File: config.mk
export PLATFORM = sky130hd
export DESIGN_NAME = serial_rx_controller
export DESIGN_NICKNAME = d
export VERILOG_FILES = /design/src/rtl/serial_rx_controller_pkg.sv /design/src/rtl/serial_rx_controller_fifo.sv /design/src/rtl/serial_rx_controller.sv
export SDC_FILE = /design/constraint.sdc
export NUM_CORES = 1
export LEC_CHECK = 0
export ABC_AREA = 1
export BUFFER_PORTS_ARGS = -buffer_cell sky130_fd_sc_hd__buf_2
export CAP_MARGIN = 25
export CORE_MARGIN = 3
export CORE_UTILIZATION = 35
export DETAILED_ROUTE_END_ITERATION = 6
export PLACE_DENSITY = 0.63
export SLEW_MARGIN = 20
export SYNTH_ARGS = -nofsm -noshare
export SYNTH_HDL_FRONTEND = slang
export SYNTH_SLANG_ARGS = --single-unit
File: constraint.sdc
create_clock -name Clock -period 2.6 [get_ports Clock]
set_clock_uncertainty 0.05 [all_clocks]
set_input_delay 0 -clock Clock [delete_from_list [all_inputs] [get_ports Clock]]
set_output_delay 0 -clock Clock [all_outputs]
set_load 0.02 [all_outputs]
File: src/rtl/serial_rx_controller_pkg.sv
// Shared definitions for the serial receive controller: FSM states,
// header field positions and the default sync nibble.
package serial_rx_controller_pkg;

    typedef enum logic {
        ST_IDLE    = 1'b0,
        ST_PAYLOAD = 1'b1
    } rx_state_t;

    localparam logic [3:0]  SYNC_DEFAULT  = 4'hA;
    localparam int unsigned WORD_W        = 16;
    localparam int unsigned FIFO_W        = WORD_W + 2;
    localparam int unsigned HDR_SYNC_MSB  = 15;
    localparam int unsigned HDR_SYNC_LSB  = 12;
    localparam int unsigned HDR_LEN_MSB   = 3;
    localparam int unsigned HDR_LEN_LSB   = 0;

    function automatic logic [3:0] hdr_sync(input logic [WORD_W-1:0] w);
        return w[HDR_SYNC_MSB:HDR_SYNC_LSB];
    endfunction

    function automatic logic [3:0] hdr_len(input logic [WORD_W-1:0] w);
        return w[HDR_LEN_MSB:HDR_LEN_LSB];
    endfunction

endpackage

File: src/rtl/serial_rx_controller_fifo.sv
// Word FIFO holding {data, First, Last}; occupancy-count based full/empty,
// output forced to zero while empty.
module rx_word_fifo #(
    parameter int unsigned DEPTH = 4,
    parameter int unsigned WIDTH = 18
) (
    input  logic             Clock,
    input  logic             Reset,
    input  logic             i_push,
    input  logic [WIDTH-1:0] i_wdata,
    input  logic             i_pop,
    output logic             o_valid,
    output logic             o_full,
    output logic [WIDTH-1:0] o_rdata
);

    localparam int unsigned AW = (DEPTH > 1) ? $clog2(DEPTH) : 1;

    logic [WIDTH-1:0] r_mem [DEPTH];
    logic [AW-1:0]    r_wr_ptr;
    logic [AW-1:0]    r_rd_ptr;
    logic [AW:0]      r_count;
    logic             w_pop;
    logic             w_push;

    assign o_valid = (r_count != '0);
    assign o_full  = (r_count == (AW+1)'(DEPTH));
    assign w_pop   = i_pop && o_valid;
    // A push into a full FIFO is still taken when a pop frees a slot this cycle.
    assign w_push  = i_push && (!o_full || w_pop);
    assign o_rdata = o_valid ? r_mem[r_rd_ptr] : '0;

    // Storage array; contents are don't-care while not counted as occupied.
    always_ff @(posedge Clock) begin
        if (w_push) begin
            r_mem[r_wr_ptr] <= i_wdata;
        end
    end

    // Pointers wrap naturally at DEPTH (power of two); count tracks occupancy.
    always_ff @(posedge Clock or posedge Reset) begin
        if (Reset) begin
            r_wr_ptr <= '0;
            r_rd_ptr <= '0;
            r_count  <= '0;
        end else begin
            if (w_push) r_wr_ptr <= r_wr_ptr + AW'(1);
            if (w_pop)  r_rd_ptr <= r_rd_ptr + AW'(1);
            case ({w_push, w_pop})
                2'b10:   r_count <= r_count + (AW+1)'(1);
                2'b01:   r_count <= r_count - (AW+1)'(1);
                default: r_count <= r_count;
            endcase
        end
    end

endmodule

File: src/rtl/serial_rx_controller.sv
// Serial receive controller: parses header words, frames payload words
// into the word FIFO with First/Last markers, and tracks sticky errors.
module serial_rx_controller
    import serial_rx_controller_pkg::*;
#(
    parameter int unsigned DEPTH   = 4,
    parameter int unsigned TIMEOUT = 2000,
    parameter logic [3:0]  SYNC    = SYNC_DEFAULT
) (
    input  logic              Clock,
    input  logic              Reset,
    input  logic              RxValid,
    input  logic [WORD_W-1:0] RxData,
    input  logic              Ready,
    input  logic              ClearErr,
    output logic              WordValid,
    output logic [WORD_W-1:0] WordOut,
    output logic              First,
    output logic              Last,
    output logic              Busy,
    output logic              Overflow,
    output logic              SyncErr,
    output logic              LenErr,
    output logic              TimeoutErr
);

    rx_state_t         r_state;
    rx_state_t         w_state_next;
    logic [3:0]        r_remaining;
    logic [15:0]       r_gap;
    logic              r_first;
    logic              w_load;
    logic              w_push;
    logic              w_last;
    logic              w_sync_ev;
    logic              w_len_ev;
    logic              w_to_ev;
    logic              w_ovf_ev;
    logic              w_pop;
    logic              w_full;
    logic [FIFO_W-1:0] w_rdata;

    assign w_pop    = WordValid && Ready;
    assign w_ovf_ev = w_push && w_full && !w_pop;
    assign Busy     = (r_state == ST_PAYLOAD);
    assign WordOut  = w_rdata[FIFO_W-1:2];
    assign First    = w_rdata[1];
    assign Last     = w_rdata[0];

    // State register.
    always_ff @(posedge Clock or posedge Reset) begin
        if (Reset) r_state <= ST_IDLE;
        else       r_state <= w_state_next;
    end

    // Next-state decode: header parsing in IDLE, word framing and gap timeout in PAYLOAD.
    always_comb begin
        w_state_next = r_state;
        w_load       = 1'b0;
        w_push       = 1'b0;
        w_last       = 1'b0;
        w_sync_ev    = 1'b0;
        w_len_ev     = 1'b0;
        w_to_ev      = 1'b0;
        case (r_state)
            ST_IDLE: begin
                if (RxValid) begin
                    if (hdr_sync(RxData) != SYNC) begin
                        w_sync_ev = 1'b1;
                    end else if (hdr_len(RxData) == 4'd0) begin
                        w_len_ev = 1'b1;
                    end else begin
                        w_load       = 1'b1;
                        w_state_next = ST_PAYLOAD;
                    end
                end
            end
            ST_PAYLOAD: begin
                if (RxValid) begin
                    w_push = 1'b1;
                    w_last = (r_remaining == 4'd1);
                    if (w_last) w_state_next = ST_IDLE;
                end else if (r_gap == 16'(TIMEOUT)) begin
                    w_to_ev      = 1'b1;
                    w_state_next = ST_IDLE;
                end
            end
            default: w_state_next = ST_IDLE;
        endcase
    end

    // Packet bookkeeping: remaining count, first-word marker and inter-word gap.
    always_ff @(posedge Clock or posedge Reset) begin
        if (Reset) begin
            r_remaining <= '0;
            r_first     <= 1'b0;
            r_gap       <= '0;
        end else begin
            if (w_load) begin
                r_remaining <= hdr_len(RxData);
                r_first     <= 1'b1;
            end else if (w_push) begin
                r_remaining <= r_remaining - 4'd1;
                r_first     <= 1'b0;
            end else if (w_to_ev) begin
                r_remaining <= '0;
                r_first     <= 1'b0;
            end
            if ((r_state == ST_PAYLOAD) && !RxValid && !w_to_ev) r_gap <= r_gap + 16'd1;
            else                                                 r_gap <= '0;
        end
    end

    // Sticky error flags; a same-cycle event wins over ClearErr.
    always_ff @(posedge Clock or posedge Reset) begin
        if (Reset) begin
            Overflow   <= 1'b0;
            SyncErr    <= 1'b0;
            LenErr     <= 1'b0;
            TimeoutErr <= 1'b0;
        end else begin
            Overflow   <= w_ovf_ev  | (Overflow   & ~ClearErr);
            SyncErr    <= w_sync_ev | (SyncErr    & ~ClearErr);
            LenErr     <= w_len_ev  | (LenErr     & ~ClearErr);
            TimeoutErr <= w_to_ev   | (TimeoutErr & ~ClearErr);
        end
    end

    rx_word_fifo #(
        .DEPTH (DEPTH),
        .WIDTH (FIFO_W)
    ) u_fifo (
        .Clock   (Clock),
        .Reset   (Reset),
        .i_push  (w_push),
        .i_wdata ({RxData, r_first, w_last}),
        .i_pop   (Ready),
        .o_valid (WordValid),
        .o_full  (w_full),
        .o_rdata (w_rdata)
    );

endmodule

==> impl_metrics.yaml <==
outcome:
  status: "complete, no violations"
worst_setup_path:
  worstReg2RegStart: "u_fifo.r_count[1]"
  worst_setup_path_start_kind: "flip-flop"
  reg2reg_slack_ps: 560
  crit_path_top_delay_cell: "dfrtp_1"
  slowest_delay_ps: 410
  crit_family: "adder cells"
  crit_chain: "nor2_1, nand2_1, nand2_2, ha_1, inv_1, fa_1, a21oi_1, o21ai_0, xor2_1"
  cp_data_arrival_time_ps: 2220
  startpoint: "u_fifo.r_count[1]"
  path_max_fanout: 8
  cp_num_buf_inv: 1
  required_ps: 2770
  timing_worst_setup_path_type: "flip-flop to flip-flop"
  endpoint_kind: "flip-flop"
finish:
  diodes: 0
  stdcell_area_um2: 5630
  nFillCells: 1234
  drive_gt1_share_pct: 17.6
  area_growth_pct: 19.9
  layout.nets: 561
timing:
  timing.fmax_ghz: 0.490
  setup_viol: 0
  fin_tns_setup_ps: 0
  slew_headroom_pct: 59.1
  period_needed_ps: 2040
  tightest_slew_ps: 610
  slew_violations: 0
  min_period_over_period_pct: 78.5
  rsz0062_at_grt: "false"
  layout_setup_ws_ps: 558
  hold_violations: 0
routing:
  via_count: 3306
  route.detailed.drc: 0
  wl_per_cell_um: 13.8
  dr.pass1.iters: 4
  drt_iter0_markers: 247
  ant_nets: 0
  via_per_inst: 4.68
  drt_wl_total_um: 9730
yosys:
  synth_xor_area_share_pct: 2.42
  synth-seq-cells: 105
  netlist_area_um2: 4700
  syn-num-nets: 489
  syn_avg_cell_area_um2: 10.3
  synthSimpleGateAreaFrac_pct: 18.7
  synth_top_family_by_area: "simple AND/OR/NAND/NOR gates"
  synth_cell_type_count: 27
  synthAdderAreaFrac_pct: 2.82
  synthCells: 458
  yosysSeqAreaShare_pct: 63.6
  synth.area.mux_share_pct: 0
  ys.warnings.count: 0
  synth_compound_gate_area_share_pct: 7.30
cts:
  cts_resized: 0
  cts_buffers: 9
  cts_tree: "yes"
  path_clk_slew_ps: 70
  root_buffer: "clkbuf_16"
  clkLatencyLatePin_ps: 350
  clockBufferDepth: 2
  h-tree-depth: 3
  numClockSinks: 105
grt:
  grt_overflow_total: 0
  grt_first_pass_wirelength_um: 16300
  grt_max_degree: 38
  grt_usage_pct: 14.0
  antenna_found_initial: 0
  grt_pass1_vias: 3377
power_and_ir_drop:
  peakVddDrop_mv: 0.390
  power_leakage_uw: 0.00223
  finalPower_uw: 5470
  powerDensity_nw_per_um2: 972
placed_design:
  dp_hpwl_um: 6290
  place_ws_ps: 590
  placed_area_um2: 5120
  gp_congestion: 0.778
  port_buffers: 44
floorplanning:
  dieArea_um2: 14800
  ios: 45
  start_util_pct: 36.5
  die_w_um: 122
  coreArea_um2: 12900
  die_h_um: 122
  num_rows: 41
job:
  drv_cap: 0
min_path:
  hp-class: "input pin to async pin"
[sequential cells by signal, summed over array words and instances, names as in the netlist]
signal	cells
Busy	1
r_gap	16
u_fifo.r_count	3
u_fifo.r_wr_ptr	2
LenErr	1
SyncErr	1
u_fifo.r_rd_ptr	2
Overflow	1
u_fifo.r_mem	72
r_remaining	4
r_first	1
TimeoutErr	1
[final cells by class]
class,instances,area (µm²),share of cell area [%]
Sequential cell,105,2990,53.1
Multi-Input combinational cell,296,1470,26.0
Timing Repair Buffer,73,490,8.71
Clock buffer,9,225,4.00
Tap cell,172,215,3.82
Inverter,45,169,3.00
Clock inverter,7,77.6,1.38
[where the power goes]
part	total, µW	switching [µW]	internal, µW
sequential	2120	110	2020
combinational	1990	1340	648
clock	1360	673	689
[layout by cell type (no fill, tap or decap), types with 2 or more instances in the layout]
master,n
ha_1,9
nand2_1,40
xor2_1,10
o21ai_0,40
clkbuf_16,9
xnor2_1,3
nand2_2,8
dlygate4sd3_1,21
dfrtp_1,33
nor3_1,2
inv_1,39
o22ai_1,2
nor2_1,115
nand3_1,20
a21oi_1,26
clkinv_1,4
buf_2,44
nor2_2,14
inv_2,2
nand4_1,2
buf_4,8
edfxtp_1,72
inv_8,4
[synthesized netlist by cell type]
master	instances	area share (%)
nor2_4	1	0.24
buf_2	5	0.53
edfxtp_1	72	46
xor2_1	10	1.9
o22ai_1	2	0.27
inv_2	2	0.16
clkinv_1	4	0.32
nor2_2	14	1.9
a21oi_1	26	2.8
ha_1	9	2.4
buf_8	1	0.32
nand3_1	20	2.1
o21ai_0	40	4.3
xnor2_1	3	0.56
clkbuf_1	3	0.24
dfrtp_1	33	18
buf_4	3	0.48
nand4_1	2	0.27
nor3_2	1	0.21
fa_1	1	0.43
nor3b_1	1	0.16
and2_1	1	0.13
nand2_1	40	3.2
inv_1	39	3.1
nand2_2	8	1.1
nor3_1	2	0.21
nor2_1	115	9.2
[worst reg2reg max path, cell delays in order, from the launching register on]
cell and delay (ps):
dfrtp_1 410, nor2_1 180, nand2_1 110, nand2_2 160, ha_1 170, inv_1 60
fa_1 380, a21oi_1 140, o21ai_0 110, xor2_1 150
[metal layers]
metal  wire, µm  up-vias  track usage (%)
met5          0        -                0
met4        147        0             4.83
met3        559       13             3.06
met2       4820       72             24.1
met1       4200     1569             17.5
li1           -     1652                -
[path summary, 6_finish.rpt]
| kind | endpoint | depth (start not counted) |
|---|---|---|
| min | r_gap[4] | 4 |
| min reg2reg | u_fifo.r_count[0] | 1 |
| min in group Clock | u_fifo.r_mem[2][12] | 2 |
| max reg2reg | u_fifo.r_count[2] | 9 |
| max | u_fifo.r_count[2] | 9 |
| max in group asynchronous | LenErr | 4 |
[cells by family (layout without fill, tap and decap cells)]
logic type / after synthesis / count (layout)
AO/OA/AOI/OAI: 68 / 68
XOR/XNOR: 13 / 13
adder cells (fa/ha/maj): 10 / 10
buffers and inverters: 57 / 134
flip-flops: 105 / 105
AND/OR/NAND/NOR: 205 / 205
[stage by stage]
stage                     std cells  util [%]  hold slack (ps)
after global placement          670      39.8              102
final                           707      43.7              253
after CTS                       707      43.7              278
after global routing            707      43.7              329
after floorplan                 458         -             46.4
after detailed placement        670      39.8              111
[what timing repair did]
item,CTS,global route
hold buffers,21,0
endpoints found under the hold margin,106,0
setup endpoints to repair,0,0
buffers inserted,0,0
(Power assumes the default switching activity.)
